===== config.mk =====
export PLATFORM = sky130hd
export DESIGN_NAME = stream_mux_rr_flat
export DESIGN_NICKNAME = d
export VERILOG_FILES = /design/src/rtl/stream_mux_pkg.sv /design/src/rtl/stream_mux_rr_if.sv /design/src/rtl/rr_pick.sv /design/src/rtl/stream_mux_rr.sv /design/src/flat_wrapper.sv
export SDC_FILE = /design/constraint.sdc
export NUM_CORES = 1
export LEC_CHECK = 0
export CORE_UTILIZATION = 37
export DETAILED_ROUTE_END_ITERATION = 10
export PLACE_DENSITY = 0.82
export SYNTH_ARGS = -nofsm -noshare
export SYNTH_HDL_FRONTEND = slang
export SYNTH_HIERARCHICAL = 1
export SYNTH_SLANG_ARGS = --single-unit

===== constraint.sdc =====
create_clock -name clk -period 2.7 [get_ports clk]
set_input_delay 0.54 -clock clk [delete_from_list [all_inputs] [get_ports clk]]
set_output_delay 0.54 -clock clk [all_outputs]
set_load 0.05 [all_outputs]

===== src/rtl/stream_mux_pkg.sv =====
// Shared definitions for the round-robin stream multiplexer: channel-index width
// derivation and the packet-lock FSM state type.
package stream_mux_pkg;

  function automatic int sel_w(input int n);
    return (n > 1) ? $clog2(n) : 1;
  endfunction

  typedef enum logic {
    ARB,
    LOCK
  } state_t;

endpackage


===== src/rtl/stream_mux_rr_if.sv =====
// Stream bundle for stream_mux_rr: N_CH input channels and one output stream.
// STREAM_MUX_LAST_EN adds per-channel in_last and out_last.
interface stream_mux_rr_if
  import stream_mux_pkg::*;
#(
  parameter int N_CH  = 4,
  parameter int WIDTH = 8
);
  localparam int SEL_W = sel_w(N_CH);

  logic [N_CH*WIDTH-1:0] in_data;
  logic [N_CH-1:0]       in_valid;
  logic [N_CH-1:0]       in_ready;
  logic [WIDTH-1:0]      out_data;
  logic                  out_valid;
  logic                  out_ready;
  logic [SEL_W-1:0]      out_sel;
`ifdef STREAM_MUX_LAST_EN
  logic [N_CH-1:0]       in_last;
  logic                  out_last;
`endif

  // The multiplexer itself.
  modport slave (
    input  in_data, in_valid, out_ready,
    output in_ready, out_data, out_valid, out_sel
`ifdef STREAM_MUX_LAST_EN
    , input in_last, output out_last
`endif
  );

  // Producers and consumer around the multiplexer.
  modport master (
    output in_data, in_valid, out_ready,
    input  in_ready, out_data, out_valid, out_sel
`ifdef STREAM_MUX_LAST_EN
    , output in_last, input out_last
`endif
  );

endinterface


===== src/rtl/rr_pick.sv =====
// Combinational round-robin priority selector: grants the first requesting
// channel at or after ptr, wrapping modulo N_CH.
module rr_pick
  import stream_mux_pkg::*;
#(
  parameter int N_CH = 4
) (
  input  logic [N_CH-1:0]         req,
  input  logic [sel_w(N_CH)-1:0]  ptr,
  output logic [sel_w(N_CH)-1:0]  grant,
  output logic                    any
);
  localparam int SEL_W = sel_w(N_CH);

  // One extra bit so ptr + offset never overflows before the modulo fold.
  logic [SEL_W:0] idx;

  // NOTE: every output gets a default first so no path through the loop infers a latch.
  always_comb begin
    grant = '0;
    any   = 1'b0;
    idx   = '0;
    // Walk offsets from farthest to nearest so the nearest request wins last.
    for (int i = N_CH - 1; i >= 0; i--) begin
      idx = {1'b0, ptr} + (SEL_W + 1)'(i);
      if (idx >= (SEL_W + 1)'(N_CH)) idx = idx - (SEL_W + 1)'(N_CH);
      if (req[idx[SEL_W-1:0]]) begin
        grant = idx[SEL_W-1:0];
        any   = 1'b1;
      end
    end
  end

endmodule


===== src/rtl/stream_mux_rr.sv =====
// N-channel round-robin stream multiplexer with a single registered output stage.
// Define STREAM_MUX_LAST_EN to hold the grant on one channel until its in_last beat.
module stream_mux_rr
  import stream_mux_pkg::*;
#(
  parameter int N_CH  = 4,
  parameter int WIDTH = 8
) (
  input logic             clk,
  input logic             rst,
  stream_mux_rr_if.slave  bus
);
  localparam int SEL_W = sel_w(N_CH);

  logic [SEL_W-1:0] ptr;
  logic [SEL_W-1:0] grant;
  logic [SEL_W-1:0] ptr_next;
  logic [N_CH-1:0]  req;
  logic [WIDTH-1:0] grant_data;
  logic             any;
  logic             load_en;
  logic             fire;

`ifdef STREAM_MUX_LAST_EN
  state_t state;
  logic   grant_last;

  // While locked, out_sel still names the owning channel, so it doubles as the lock.
  always_comb begin
    req = bus.in_valid;
    if (state == LOCK) req = bus.in_valid & (N_CH'(1) << bus.out_sel);
  end
`else
  assign req = bus.in_valid;
`endif

  rr_pick #(.N_CH(N_CH)) u_pick (
    .req   (req),
    .ptr   (ptr),
    .grant (grant),
    .any   (any)
  );

  assign load_en     = !bus.out_valid || bus.out_ready;
  assign fire        = load_en && any && !rst;
  assign bus.in_ready = fire ? (N_CH'(1) << grant) : '0;
  assign ptr_next    = (grant == SEL_W'(N_CH - 1)) ? '0 : grant + 1'b1;

  always_comb begin
    grant_data = '0;
`ifdef STREAM_MUX_LAST_EN
    grant_last = 1'b0;
`endif
    for (int k = 0; k < N_CH; k++) begin
      if (grant == SEL_W'(k)) begin
        grant_data = bus.in_data[k*WIDTH +: WIDTH];
`ifdef STREAM_MUX_LAST_EN
        grant_last = bus.in_last[k];
`endif
      end
    end
  end

  // NOTE: sequential state uses non-blocking assignments so every register samples pre-edge values.
  always_ff @(posedge clk) begin
    if (rst) begin
      bus.out_valid <= 1'b0;
      bus.out_data  <= '0;
      bus.out_sel   <= '0;
      ptr           <= '0;
`ifdef STREAM_MUX_LAST_EN
      bus.out_last  <= 1'b0;
      state         <= ARB;
`endif
    end else if (load_en) begin
      if (any) begin
        bus.out_valid <= 1'b1;
        bus.out_data  <= grant_data;
        bus.out_sel   <= grant;
        ptr           <= ptr_next;
`ifdef STREAM_MUX_LAST_EN
        bus.out_last  <= grant_last;
        // A non-final beat (re)locks onto its channel; a final beat returns to arbitration.
        state         <= grant_last ? ARB : LOCK;
`endif
      end else begin
        bus.out_valid <= 1'b0;
      end
    end
  end

endmodule


===== src/flat_wrapper.sv =====
// flat-port wrapper written by rule: the top's interface ports become plain ports
module stream_mux_rr_flat import stream_mux_pkg::*;
#(
  parameter int N_CH  = 4,
  parameter int WIDTH = 8
)
  (clk, rst, bus_in_data, bus_in_valid, bus_out_ready, bus_in_ready, bus_out_data, bus_out_valid, bus_out_sel);
  stream_mux_rr_if #(.N_CH(N_CH), .WIDTH(WIDTH)) bus_i ();
  input logic clk;
  input logic rst;
  input wire logic [$bits(bus_i.in_data)-1:0] bus_in_data;
  input wire logic [$bits(bus_i.in_valid)-1:0] bus_in_valid;
  input wire logic [$bits(bus_i.out_ready)-1:0] bus_out_ready;
  output wire logic [$bits(bus_i.in_ready)-1:0] bus_in_ready;
  output wire logic [$bits(bus_i.out_data)-1:0] bus_out_data;
  output wire logic [$bits(bus_i.out_valid)-1:0] bus_out_valid;
  output wire logic [$bits(bus_i.out_sel)-1:0] bus_out_sel;
  assign bus_i.in_data = bus_in_data;
  assign bus_i.in_valid = bus_in_valid;
  assign bus_i.out_ready = bus_out_ready;
  assign bus_in_ready = bus_i.in_ready;
  assign bus_out_data = bus_i.out_data;
  assign bus_out_valid = bus_i.out_valid;
  assign bus_out_sel = bus_i.out_sel;
  stream_mux_rr #(.N_CH(N_CH), .WIDTH(WIDTH)) u_core (.clk(clk), .rst(rst), .bus(bus_i));
endmodule

==> results.cfg <==
[run_status]
status = finished, final reports clean

[power_and_ir_drop]
cellLeakagePower_uw = 0.000652
max-vdd-ir-drop_v = 0.000413
p_per_area_nw_per_um2 = 517

[critical_path]
cp_data_arrival_time_ns = 2.13
critPathRequiredTime_ns = 2.16
crit_fanout = 4
endpoint_kind = primary output
critPathLaunchType = input pin
critical_path_class = in -> out

[logic_synthesis]
syn-cell-area_um2 = 933
synth_top_area_frac = 0.279
ys_types = 24
syn-instance-count = 120
synthTopCellsByArea = dfxtp_1, a21oi_1, a221o_1
synth_flop_cell = dfxtp_1
seq_area_frac_synth = 0.279
synth_nets = 163
async_reset_ff_frac = 0
ys_ff_latch = 13
ys.warnings.count = 6
syn_area_per_cell_um2 = 7.78
synth-edff-count = 0
synth_area_leader_cell = dfxtp_1

[routing]
via_count = 1168
via_per_inst = 5.64
wl_um = 3290
postRouteAntennaNets = 0
drt_iter0_markers = 53
drt_first_pass_iters = 4
wl_per_cell_um = 15.9
drc = 0

[global_routing]
grt_antenna_before_repair = 0
first_global_vias = 1039
track_usage = 0.247
grt_max_degree = 18
grt_overflow_total = 0
grt_pass1_wl_um = 4890

[floorplan]
core_um2 = 2300
io_pins = 54
die_area_um2 = 2730
die_x_um = 52.2
rows = 17
die_h_um = 52.2
start_util = 0.406

[sta]
rsz0062_at_grt = yes
slew_viol_final = 0
hold_viol = 0
fin_ws_ns = 0.0250
slew_headroom = 0.605
holdWs_ns = 0.488
worst_pin_slew_ns = 0.591
fmax_mhz = 374
timing.final.crit_period_ns = 2.67
skew_ns = 0.00357
post-route-period-util = 0.991
finalSetupViolations = 0

[clocking]
cts-root-buf = clkbuf_4
htree_levels = 1
cts_tree = built
clkSlewWorstSetupHoldPaths_ns = 0.08
cts_made_buffers = 3
cts.sinks = 13
clk_path_buf_depth = 2
insertion_delay_ns = 0.28
postCtsHoldBufs = 0

[placed_design]
placed_area_um2 = 1580
dp_slack_ns = -0.173
port_buffers = 53
gp_congestion = 0.880
dp_hpwl_um = 2340

[cells_and_area]
fin_util = 0.712
area_growth_pct = 75.2
multi_input_area_um2 = 612
final_cell_mix = clkdlybuf4s50_1, a21oi_1, dfxtp_1, buf_4
layout_commonest_cell = clkdlybuf4s50_1
n_antenna_cell = 0
nFillCells = 176
final_layout_size_suffix_gt1_frac = 0.156
fin_area_um2 = 1640
regArea_um2 = 260
nets = 223

[job]
cap_violations = 0

[min_path]
worstHoldPathType = reg -> reg
routing by layer:
| layer | global-route usage | vias up | wire length (um) |
|---|---|---|---|
| li1 | - | 559 | - |
| met1 | 0.331 | 533 | 1420 |
| met2 | 0.406 | 72 | 1540 |
| met3 | 0.0551 | 4 | 301 |
| met4 | 0.0439 | 0 | 25 |
| met5 | 0 | - | 0 |
power by group:
group | internal (uW) | leakage (uW) | total (uW) | switching, uW
clock | 57.5 | 0.0000150 | 125 | 67.2
sequential | 220 | 0.000108 | 240 | 19.5
combinational | 225 | 0.000529 | 482 | 257
total | 503 | 0.000652 | 846 | 343
worst max-delay path: stages:
cell and delay [ns]:
clkdlybuf4s50_1 0.44, buf_4 0.16, a211oi_4 0.32, inv_1 0.14, ha_2 0.20, nor3b_2 0.17
buf_12 0.17
final timing paths:
path                                           start                                  end  slack, ns  cells after the start
setup / recovery                     bus_in_valid[0]                      bus_in_ready[2]       0.03                      7
hold / removal    u_core/bus.out_sel[1]$_SDFFE_PP0P_   u_core/bus.out_sel[1]$_SDFFE_PP0P_       0.49                      2
setup reg to reg          u_core/ptr[1]$_SDFFE_PP0P_  u_core/bus.out_data[4]$_SDFFE_PP0P_       0.42                      9
hold reg to reg   u_core/bus.out_sel[1]$_SDFFE_PP0P_   u_core/bus.out_sel[1]$_SDFFE_PP0P_       0.49                      2
cell type report:
cell class / instances / area share
Timing Repair Buffer: 65 / 0.404
Tap cell: 28 / 0.0214
Clock buffer: 4 / 0.0161
Inverter: 11 / 0.0252
Multi-Input combinational cell: 86 / 0.374
Sequential cell: 13 / 0.159
stage by stage:
step | setup TNS [ns] | std cells | power (uW)
finish | 0 | 207 | 846
global route | -0.114 | 207 | 899
CTS | 0 | 207 | 834
detailed placement | -1.28 | 202 | 701
global placement | -0.0233 | 202 | 687
floorplan | -0.112 | 120 | 526
cells in the mapped netlist (2+ instances only):
cell type,count
a221o_1,8
a21oi_1,22
a311oi_1,8
ha_1,4
nand3b_1,8
nand2b_1,3
nor2_1,5
buf_6,2
inv_1,11
nor3b_1,5
buf_2,2
nand2_1,11
nand3_1,3
dfxtp_1,13
clkbuf_1,3
o21ai_0,4
timing repair:
action | in CTS | in global routing
endpoints found under the setup margin | 4 | 4
pin swaps | 2 | 2
resized for setup | 5 | 4
buffers inserted | 1 | 0
cells by family (layout without fill, tap and decap cells):
| family | count (synthesis) | after routing | synth area share |
|---|---|---|---|
| AO/OA/AOI/OAI | 44 | 44 | 0.322 |
| adder cells (fa/ha/maj) | 4 | 4 | 0.0536 |
| buffers and inverters | 21 | 80 | 0.115 |
| flip-flops | 13 | 13 | 0.279 |
| multiplexers | 1 | 1 | 0.0107 |
| AND/OR/NAND/NOR | 37 | 37 | 0.220 |
state kept, by name (all words and copies together), names as in the netlist:
register,cells
u_core/ptr,2
u_core/bus.out_data,8
u_core/bus.out_valid,1
u_core/bus.out_sel,2
(Power assumes the default switching activity.)
